--- config.mk ---
export PLATFORM = sky130hd
export DESIGN_NAME = ltpi_gpio
export DESIGN_NICKNAME = d
export VERILOG_FILES = /design/src/rtl/ltpi_gpio_pkg.sv /design/src/rtl/ltpi_gpio_sync.sv /design/src/rtl/ltpi_gpio.sv
export SDC_FILE = /design/constraint.sdc
export NUM_CORES = 1
export LEC_CHECK = 0
export BUFFER_PORTS_ARGS = -buffer_cell sky130_fd_sc_hd__buf_2
export CAP_MARGIN = 20
export CORE_AREA = 2 2 134 136
export CTS_BUF_LIST = sky130_fd_sc_hd__clkbuf_16
export DETAILED_ROUTE_END_ITERATION = 8
export DIE_AREA = 0 0 136 138
export PLACE_DENSITY = 0.79
export SETUP_SLACK_MARGIN = 0.15
export SYNTH_ARGS = -nofsm -noshare
export SYNTH_HDL_FRONTEND = slang
export SYNTH_SLANG_ARGS = --single-unit
--- constraint.sdc ---
create_clock -name clk -period 5.2 [get_ports clk]
set_input_delay 1.04 -clock clk [delete_from_list [all_inputs] [get_ports clk]]
set_output_delay 1.04 -clock clk [all_outputs]
set_load 0.01 [all_outputs]
--- src/rtl/ltpi_gpio_pkg.sv ---
// Shared constants and sizing helpers for the LTPI GPIO tunneling channel.
package ltpi_gpio_pkg;

    localparam int LTPI_NUM_LL_GPIO_DEF = 16;
    localparam int LTPI_NUM_NL_GPIO_DEF = 128;
    localparam int LTPI_NL_CHUNK_W_DEF  = 8;

    function automatic int ltpi_chunk_count(input int num_nl, input int chunk_w);
        return num_nl / chunk_w;
    endfunction

    // Index width never collapses to zero, even with a single chunk.
    function automatic int ltpi_idx_w(input int num_nl, input int chunk_w);
        int chunks;
        chunks = ltpi_chunk_count(num_nl, chunk_w);
        return (chunks > 1) ? $clog2(chunks) : 1;
    endfunction

endpackage

--- src/rtl/ltpi_gpio_sync.sv ---
// Parameterized-width two-flop synchronizer, reset to zero.
module ltpi_gpio_sync #(
    parameter int WIDTH = 1
) (
    input  logic             clk_i,
    input  logic             rst_n_i,
    input  logic [WIDTH-1:0] d_i,
    output logic [WIDTH-1:0] q_o
);

    logic [WIDTH-1:0] meta_q;
    logic [WIDTH-1:0] sync_q;

    // Two register stages to resolve metastability on asynchronous pins.
    always_ff @(posedge clk_i or negedge rst_n_i) begin
        if (!rst_n_i) begin
            meta_q <= {WIDTH{1'b0}};
            sync_q <= {WIDTH{1'b0}};
        end else begin
            meta_q <= d_i;
            sync_q <= meta_q;
        end
    end

    assign q_o = sync_q;

endmodule

--- src/rtl/ltpi_gpio.sv ---
// LTPI GPIO tunneling: LL GPIOs every frame, NL GPIOs one chunk per frame.
// Optional input synchronizers are enabled with LTPI_GPIO_INPUT_SYNC_EN.
module ltpi_gpio
    import ltpi_gpio_pkg::*;
#(
    parameter int NUM_LL_GPIO = LTPI_NUM_LL_GPIO_DEF,
    parameter int NUM_NL_GPIO = LTPI_NUM_NL_GPIO_DEF,
    parameter int NL_CHUNK_W  = LTPI_NL_CHUNK_W_DEF,
    parameter int IDX_W       = ltpi_idx_w(NUM_NL_GPIO, NL_CHUNK_W)
) (
    input  logic                   clk,
    input  logic                   reset_n,
    input  logic                   link_up,
    input  logic                   frame_tick,
    input  logic [NUM_LL_GPIO-1:0] ll_gpio_in,
    input  logic [NUM_NL_GPIO-1:0] nl_gpio_in,
    output logic [NUM_LL_GPIO-1:0] tx_ll_gpio,
    output logic [IDX_W-1:0]       tx_nl_idx,
    output logic [NL_CHUNK_W-1:0]  tx_nl_data,
    output logic                   tx_nl_wrap,
    input  logic                   rx_valid,
    input  logic [NUM_LL_GPIO-1:0] rx_ll_gpio,
    input  logic [IDX_W-1:0]       rx_nl_idx,
    input  logic [NL_CHUNK_W-1:0]  rx_nl_data,
    output logic [NUM_LL_GPIO-1:0] ll_gpio_out,
    output logic [NUM_NL_GPIO-1:0] nl_gpio_out
);

    localparam int              NUM_CHUNKS = ltpi_chunk_count(NUM_NL_GPIO, NL_CHUNK_W);
    localparam logic [IDX_W-1:0] LAST_IDX  = IDX_W'(NUM_CHUNKS - 1);

    logic [NUM_LL_GPIO-1:0] ll_s;
    logic [NUM_NL_GPIO-1:0] nl_s;

`ifdef LTPI_GPIO_INPUT_SYNC_EN
    ltpi_gpio_sync #(.WIDTH(NUM_LL_GPIO)) u_sync_ll (
        .clk_i   (clk),
        .rst_n_i (reset_n),
        .d_i     (ll_gpio_in),
        .q_o     (ll_s)
    );
    ltpi_gpio_sync #(.WIDTH(NUM_NL_GPIO)) u_sync_nl (
        .clk_i   (clk),
        .rst_n_i (reset_n),
        .d_i     (nl_gpio_in),
        .q_o     (nl_s)
    );
`else
    assign ll_s = ll_gpio_in;
    assign nl_s = nl_gpio_in;
`endif

    logic [IDX_W-1:0]       idx_q,     idx_d;
    logic [NUM_LL_GPIO-1:0] tx_ll_q,   tx_ll_d;
    logic [IDX_W-1:0]       tx_idx_q,  tx_idx_d;
    logic [NL_CHUNK_W-1:0]  tx_data_q, tx_data_d;
    logic                   tx_wrap_q, tx_wrap_d;
    logic [NUM_LL_GPIO-1:0] ll_out_q,  ll_out_d;
    logic [NUM_NL_GPIO-1:0] nl_out_q,  nl_out_d;

    // Next-state: link-down clear dominates; TX and RX are serviced independently.
    always_comb begin
        idx_d     = idx_q;
        tx_ll_d   = tx_ll_q;
        tx_idx_d  = tx_idx_q;
        tx_data_d = tx_data_q;
        tx_wrap_d = 1'b0;
        ll_out_d  = ll_out_q;
        nl_out_d  = nl_out_q;
        if (!link_up) begin
            idx_d     = {IDX_W{1'b0}};
            tx_ll_d   = {NUM_LL_GPIO{1'b0}};
            tx_idx_d  = {IDX_W{1'b0}};
            tx_data_d = {NL_CHUNK_W{1'b0}};
            ll_out_d  = {NUM_LL_GPIO{1'b0}};
            nl_out_d  = {NUM_NL_GPIO{1'b0}};
        end else begin
            if (frame_tick) begin
                tx_ll_d   = ll_s;
                tx_idx_d  = idx_q;
                tx_data_d = nl_s[idx_q * NL_CHUNK_W +: NL_CHUNK_W];
                tx_wrap_d = (idx_q == LAST_IDX);
                idx_d     = (idx_q == LAST_IDX) ? {IDX_W{1'b0}} : idx_q + {{(IDX_W-1){1'b0}}, 1'b1};
            end else begin
                idx_d = idx_q;
            end
            if (rx_valid) begin
                ll_out_d = rx_ll_gpio;
                // Out-of-range chunk indices only update the LL field.
                if (32'(rx_nl_idx) < NUM_CHUNKS) begin
                    nl_out_d[rx_nl_idx * NL_CHUNK_W +: NL_CHUNK_W] = rx_nl_data;
                end else begin
                    nl_out_d = nl_out_q;
                end
            end else begin
                ll_out_d = ll_out_q;
            end
        end
    end

    // State and output registers.
    always_ff @(posedge clk or negedge reset_n) begin
        if (!reset_n) begin
            idx_q     <= {IDX_W{1'b0}};
            tx_ll_q   <= {NUM_LL_GPIO{1'b0}};
            tx_idx_q  <= {IDX_W{1'b0}};
            tx_data_q <= {NL_CHUNK_W{1'b0}};
            tx_wrap_q <= 1'b0;
            ll_out_q  <= {NUM_LL_GPIO{1'b0}};
            nl_out_q  <= {NUM_NL_GPIO{1'b0}};
        end else begin
            idx_q     <= idx_d;
            tx_ll_q   <= tx_ll_d;
            tx_idx_q  <= tx_idx_d;
            tx_data_q <= tx_data_d;
            tx_wrap_q <= tx_wrap_d;
            ll_out_q  <= ll_out_d;
            nl_out_q  <= nl_out_d;
        end
    end

    assign tx_ll_gpio  = tx_ll_q;
    assign tx_nl_idx   = tx_idx_q;
    assign tx_nl_data  = tx_data_q;
    assign tx_nl_wrap  = tx_wrap_q;
    assign ll_gpio_out = ll_out_q;
    assign nl_gpio_out = nl_out_q;

endmodule

==> impl_metrics.env, run 1 <==
export IMPL_status="completed"
export IMPL_wirelength_um=25770
export IMPL_post_cts_resized_instances=0
export IMPL_place_port_buffers=349
export IMPL_arrival_worst_endpoint_ps=3680
export IMPL_synth_seq_area_share_pct=54.93
export IMPL_worst_r2r_path_depth=4
export IMPL_vias=6955
export IMPL_ys_dominant_reg_cell="dfrtp_1"
export IMPL_synth_warnings=0
export IMPL_drt_pass1_iterations=5
export IMPL_utilization_pct=60.30
export IMPL_critPathKind="in2reg"
export IMPL_drt_wirelength_per_cell_um=21.49
export IMPL_groute_usage_overall_pct=27.11
export IMPL_timing_final_hold_violations=0
export IMPL_ys_seq_elements=177
export IMPL_layout_drive_gt1_share_pct=44.54
export IMPL_met2_usage_pct=36.29
export IMPL_area_growth_synth_to_final_pct=31.11
export IMPL_syn_mean_instance_area_um2=12.92
export IMPL_cts_root_buffer_cell="clkbuf_16"
export IMPL_met1_usage_pct=42.28
export IMPL_multi_input_comb_area_um2=3451
export IMPL_clock_insertion_delay_worst_skew_ps=420
export IMPL_seq_area_um2=4431
export IMPL_power_leakage_uw=0.005548
export IMPL_clk_pin_slew_ps=70
export IMPL_vdd_ir_drop_max_mv=0.2210
export IMPL_initialDrtViolationCount=608
export IMPL_start_util_pct=45.99
export IMPL_std_cell_rows=49
export IMPL_grt_met3_usage_pct=7.737
export IMPL_cts_hold_fix_buffers=0
export IMPL_synth_area_um2=8064
export IMPL_synth_enable_flop_cells=0
export IMPL_slew_limit_headroom_pct=37.58
export IMPL_top_usage_layer="met1"
export IMPL_final_net_count=1137
export IMPL_n_antenna_cell=0
export IMPL_cts_setup_buffers=0
export IMPL_postLayoutSetupSlackWorst_ps=1823
export IMPL_grt_first_pass_wirelength_um=38810
export IMPL_setup_violations=0
export IMPL_die_area_um2=18770
export IMPL_min_path_type="reg2reg"
export IMPL_grt_pass1_vias=6600
export IMPL_fin_crit_ps=3377
export IMPL_power_per_cell_area_nw_per_um2=292.1
export IMPL_filler_cell_count=1473
export IMPL_rsz0062_at_grt="false"
export IMPL_fmax_mhz=296.1
export IMPL_place_congestion=0.9105
export IMPL_clock_sinks=177
export IMPL_cts_max_path_buffers=2
export IMPL_hold_path_cell_count=1
export IMPL_cts_htree_levels=4
export IMPL_layout_worst_path_cycle_share_pct=64.94
export IMPL_end_kind="flip-flop"
export IMPL_ios=350
export IMPL_synthesized_nets=804
export IMPL_routed_via_density=5.801
export IMPL_worst_ep_required_time_ps=5510
export IMPL_antenna_found_initial=2
export IMPL_timing_critical_path_from_type="primary input"
export IMPL_timing_worst_slew_pin_value_ps=936.2
export IMPL_grt_max_degree=103
export IMPL_antenna_left=0
export IMPL_gr_total_overflow=0
export IMPL_place_worst_setup_slack_ps=1387
export IMPL_crit_fanout=27
export IMPL_dieHeight_um=138
export IMPL_die_width_um=136
export IMPL_cts_buffers=17
export IMPL_final_cell_count_no_fill=1199
export IMPL_hpwl_um=19240
export IMPL_fp_coreArea_um2=17530
export IMPL_fin_area_um2=10570
export IMPL_cts_tree="yes"
export IMPL_final_max_slew_violation_count=0
export IMPL_async_reset_ff_share_pct=100.0
export IMPL_yosysUniqueCellTypes=54
export IMPL_setup_tns_ps=0
export IMPL_dpl_instance_area_um2=9993
export IMPL_finalClockSkew_ps=4.479
export IMPL_syn_instance_count=624
export IMPL_drv_max_cap_violation_count=0
export IMPL_dp_cells=1167
export IMPL_drc_violations_left=0
where the power goes:
| part | switching (uW) | internal (uW) |
|---|---|---|
| Clock | 580 | 676 |
| Sequential | 26.0 | 1400 |
| Combinational | 232 | 171 |
cells in the final DEF (no fill, tap or decap), drive strengths merged, types with 2 or more instances in the layout:
cell / instances
mux4: 26
a32o: 11
a22oi: 2
nand3b: 2
nor2: 44
clkinv: 5
o22ai: 8
a31oi: 7
a211o: 6
nor3: 12
o21a: 7
nor4: 5
dfrtp: 177
mux2i: 50
nand2: 33
nand3: 11
ha: 3
and2: 16
a21oi: 4
nor2b: 8
xnor2: 2
inv: 9
clkinvlp: 4
nand2b: 3
buf: 355
nor3b: 2
a22o: 94
o211ai: 6
o2bb2ai: 15
o21ai: 3
clkbuf: 17
o2111ai: 6
mux2: 2
flip-flops by register name, summed over array words and instances, names as in the netlist:
name	count
idx_q	4
ll_gpio_out	16
nl_gpio_out	128
tx_ll_gpio	16
tx_nl_data	8
tx_nl_idx	4
tx_nl_wrap	1
metal layers:
layer	up-vias	wire length (um)
met5	-	27
met1	3450	11260
met4	4	638
li1	3065	-
met2	393	11130
met3	43	2706
final timing paths:
kind / slack [ps] / startpoint / endpoint
min in group asynchronous: 690 / reset_n / nl_gpio_out[26]
max: 1820 / rx_nl_idx[0] / nl_gpio_out[64]
min: 490 / nl_gpio_out[123] / nl_gpio_out[123]
min reg2reg: 490 / nl_gpio_out[123] / nl_gpio_out[123]
max reg2reg: 2800 / idx_q[0] / tx_nl_data[7]
max in group asynchronous: 3580 / reset_n / tx_ll_gpio[3]
Yosys cell counts, types with 6 or more instances:
cell | count | area (um2)
o2bb2ai_1 | 15 | 131.4
mux4_2 | 26 | 585.6
a22o_1 | 94 | 823.3
nor2b_1 | 8 | 50.05
mux2i_1 | 50 | 500.5
o211ai_1 | 6 | 45.04
o22ai_1 | 8 | 50.05
nand3_1 | 10 | 50.05
o2111ai_1 | 6 | 52.55
a211o_1 | 6 | 52.55
a31oi_1 | 7 | 43.79
nor3_4 | 7 | 113.9
dfrtp_1 | 177 | 4429
nand2_1 | 33 | 123.9
buf_1 | 6 | 22.52
buf_2 | 8 | 40.04
o21a_1 | 7 | 52.55
a32o_1 | 11 | 110.1
and2_1 | 14 | 87.58
clkbuf_1 | 25 | 93.84
nor2_1 | 44 | 165.2
stage by stage:
step,power (uW),hold slack (ps)
final,3088,487.9
after global routing,3199,505.1
after CTS,3110,491.3
after detailed placement,1856,469.4
after global placement,1849,468.2
after floorplan,1671,521.9
kinds of logic after synthesis:
kind of cell / synth area share, %
AO/OA/AOI/OAI: 17.92
XOR/XNOR: 0.3259
adder cells (fa/ha/maj): 0.4655
buffers and inverters: 2.281
flip-flops: 54.93
multiplexers: 13.75
AND/OR/NAND/NOR: 10.33
cell type report:
| class | instances | area share [%] |
|---|---|---|
| sequential | 177 | 41.91 |
| multi-input combinational | 402 | 32.64 |
| timing repair buffer | 355 | 17.12 |
| clock buffer | 17 | 4.024 |
| tap | 229 | 2.710 |
| clock inverter | 15 | 1.456 |
| inverter | 4 | 0.1420 |
critical path, cell delays in order:
cell	delay (ps)
buf_2	380
inv_1	220
ha_1	440
or2_2	360
nor4_1	490
a31oi_1	390
a32o_1	340
No activity file was read; power rests on OpenSTA's default activity.
==> run 2: changes to the inputs <==
--- a/config.mk
+++ b/config.mk
@@ -7,11 +7,11 @@
 export LEC_CHECK = 0
 export BUFFER_PORTS_ARGS = -buffer_cell sky130_fd_sc_hd__buf_2
 export CAP_MARGIN = 20
-export CORE_AREA = 2 2 134 136
+export CORE_AREA = 2 2 137 139
 export CTS_BUF_LIST = sky130_fd_sc_hd__clkbuf_16
 export DETAILED_ROUTE_END_ITERATION = 8
-export DIE_AREA = 0 0 136 138
-export PLACE_DENSITY = 0.79
+export DIE_AREA = 0 0 139 141
+export PLACE_DENSITY = 0.76
 export SETUP_SLACK_MARGIN = 0.15
 export SYNTH_ARGS = -nofsm -noshare
 export SYNTH_HDL_FRONTEND = slang
==> constraint.sdc (replaced) <==
create_clock -name clk -period 3.3 [get_ports clk]
set_input_delay 0.66 -clock clk [delete_from_list [all_inputs] [get_ports clk]]
set_output_delay 0.66 -clock clk [all_outputs]
set_load 0.01 [all_outputs]
==> run 2 against run 1 <==
Against the previous run:
- sequential share of layout area fell by 0.63 points
- sequential cell count did not move
- cell area rose by 1.5%
- cell count increased by 1.8%
- clock skew is 0.53 ps lower
- first-iteration DRC count is 6.3% lower
==> impl_metrics.env, run 2 (same netlist as run 1, synthesis figures left out) <==
export IMPL_status="completed"
export IMPL_cts_buffers=17
export IMPL_p_seq_share_pct=45.2
export IMPL_timing_worst_slew_pin_value_ps=858.4
export IMPL_place_worst_setup_slack_ps=340.3
export IMPL_die_width_um=139
export IMPL_grt_max_degree=76
export IMPL_worst_ep_required_time_ps=3600
export IMPL_std_cell_rows=50
export IMPL_initialDrtViolationCount=570
export IMPL_filler_cell_count=1516
export IMPL_crit_fanout=26
export IMPL_critPathKind="in2reg"
export IMPL_post_cts_resized_instances=0
export IMPL_n_antenna_cell=0
export IMPL_ios=350
export IMPL_place_congestion=0.9517
export IMPL_grt_first_pass_wirelength_um=39010
export IMPL_cts_htree_levels=4
export IMPL_clock_insertion_delay_worst_skew_ps=420
export IMPL_final_max_slew_violation_count=0
export IMPL_grt_pass1_vias=6615
export IMPL_internal_power_uw=3695
export IMPL_design_power_total_uw=4989
export IMPL_fmax_mhz=382.7
export IMPL_r2r_setup_slack_ps=1070
export IMPL_timing_rr_end="tx_nl_data[2]"
export IMPL_dieHeight_um=141
export IMPL_power_per_cell_area_nw_per_um2=464.8
export IMPL_crit_reg2reg_launch="idx_q[0]"
export IMPL_dp_cells=1189
export IMPL_critical_path_cell_chain="buf_2, buf_4, nor3_1, ha_1, or2_2, nor4_1, a31oi_1, a22o_1"
export IMPL_drv_max_cap_violation_count=0
export IMPL_layout_worst_path_cycle_share_pct=79.19
export IMPL_power_leakage_uw=0.005657
export IMPL_arrival_worst_endpoint_ps=2910
export IMPL_cts_setup_buffers=0
export IMPL_drt_pass1_iterations=5
export IMPL_die_area_um2=19600
export IMPL_area_growth_synth_to_final_pct=33.11
export IMPL_cp_startpoint="rx_nl_idx[0]"
export IMPL_layout_common_cells="buf_2 (348), dfrtp_1 (176), a22o_1 (94), mux2i_1 (50), nor2_1 (44)"
export IMPL_groute_usage_overall_pct=25.65
export IMPL_critPathSlowestCell="nor4_1"
export IMPL_switching_share_pct=25.95
export IMPL_finalClockSkew_ps=3.951
export IMPL_wirelength_um=26000
export IMPL_vias=7019
export IMPL_timing_critical_path_from_type="primary input"
export IMPL_largest_register_ff_count=128
export IMPL_setup_violations=0
export IMPL_cts_root_buffer_cell="clkbuf_16"
export IMPL_gr_total_overflow=0
export IMPL_vdd_ir_drop_max_mv=0.3463
export IMPL_fp_coreArea_um2=18270
export IMPL_layout_cells_most_common="buf_2"
export IMPL_antenna_found_initial=2
export IMPL_timing_final_hold_violations=0
export IMPL_cp_endpoint="nl_gpio_out[100]"
export IMPL_drc_violations_left=0
export IMPL_power_switching_uw=1295
export IMPL_final_cell_count_no_fill=1221
export IMPL_rsz0062_at_grt="false"
export IMPL_hpwl_um=19820
export IMPL_fin_area_um2=10730
export IMPL_drt_wirelength_per_cell_um=21.29
export IMPL_proportion_of_power_drawn_by_combinational_gates_pct=13.0
export IMPL_layout_drive_gt1_share_pct=45.49
export IMPL_postLayoutSetupSlackWorst_ps=686.7
export IMPL_cts_tree="yes"
export IMPL_clock_sinks=177
export IMPL_routed_via_density=5.749
export IMPL_clock_power_share_pct=41.8
export IMPL_min_path_type="in2async"
export IMPL_cts_hold_fix_buffers=0
export IMPL_dpl_instance_area_um2=10130
export IMPL_place_port_buffers=349
export IMPL_setup_tns_ps=0
export IMPL_fin_crit_ps=2613
export IMPL_start_util_pct=44.14
export IMPL_worst_r2r_path_depth=4
export IMPL_slew_limit_headroom_pct=42.56
export IMPL_antenna_left=0
export IMPL_clk_pin_slew_ps=70
export IMPL_final_net_count=1154
export IMPL_critical_path_max_stage_delay_ps=500
export IMPL_cts_max_path_buffers=2
export IMPL_end_kind="flip-flop"
[run 2: cell count changes in the layout (fill, tap and decap cells not counted)]
| cell | change |
|---|---|
| buf_4 | +17 |
| bufinv_16 | +2 |
| clkinv_4 | +2 |
| clkinvlp_4 | -2 |
| inv_8 | -2 |
| clkinv_1 | -1 |
| clkinv_8 | -1 |
| inv_1 | +1 |
| inv_2 | +1 |
[run 2: layout make-up]
type,instances,area [um2],share of cell area (%)
multi-input cells,402,3451,32.15
clock inverters,15,181.4,1.690
inverters,4,15.01,0.1399
clock buffers,17,425.4,3.963
flip-flops and latches,177,4431,41.28
well taps,234,292.8,2.728
repair buffers,372,1938,18.06
[run 2: layer usage]
layer  global-route usage, %  wire, um  vias up
li1                        -         -     3103
met1                   39.35     11740     3501
met2                   35.36     11380      372
met3                   8.084      2502       39
met4                   6.380       346        4
met5                       0        24        -
[run 2: worst min path at each step]
| stage | from | end | slack, ps | cells after the start |
|---|---|---|---|---|
| after floorplan | reset_n | idx_q[0] | 360 | 0 |
| after global placement | nl_gpio_out[123] | nl_gpio_out[123] | 470 | 1 |
| after detailed placement | nl_gpio_out[107] | nl_gpio_out[107] | 470 | 1 |
| after CTS | reset_n | nl_gpio_out[8] | 270 | 1 |
| after global routing | reset_n | nl_gpio_out[30] | 300 | 1 |
| final | reset_n | nl_gpio_out[8] | 250 | 1 |
[run 2: worst max-delay path, delay by kind of cell]
kind / cells / cell delay, ps
buf+inv: 2 / 350
fa+ha+maj: 1 / 250
simple gates: 3 / 940
compound gates: 2 / 700
[run 2: power by group through the flow]
stage	combinational (uW)	sequential (uW)	clock [uW]
6_report	650	2250	2090
5_1_grt	704	2260	2210
4_1_cts	647	2250	2120
3_5_place_dp	646	2290	0
3_3_place_gp	636	2290	0
2_1_floorplan	338	2300	0
[run 2: stage by stage]
step / hold slack, ps / utilization [%]
CTS: 269.8 / 58.76
floorplan: 364.4 / -
detailed placement: 468.2 / 55.44
global route: 296.0 / 58.76
global placement: 472.1 / 55.44
finish: 249.0 / 58.76
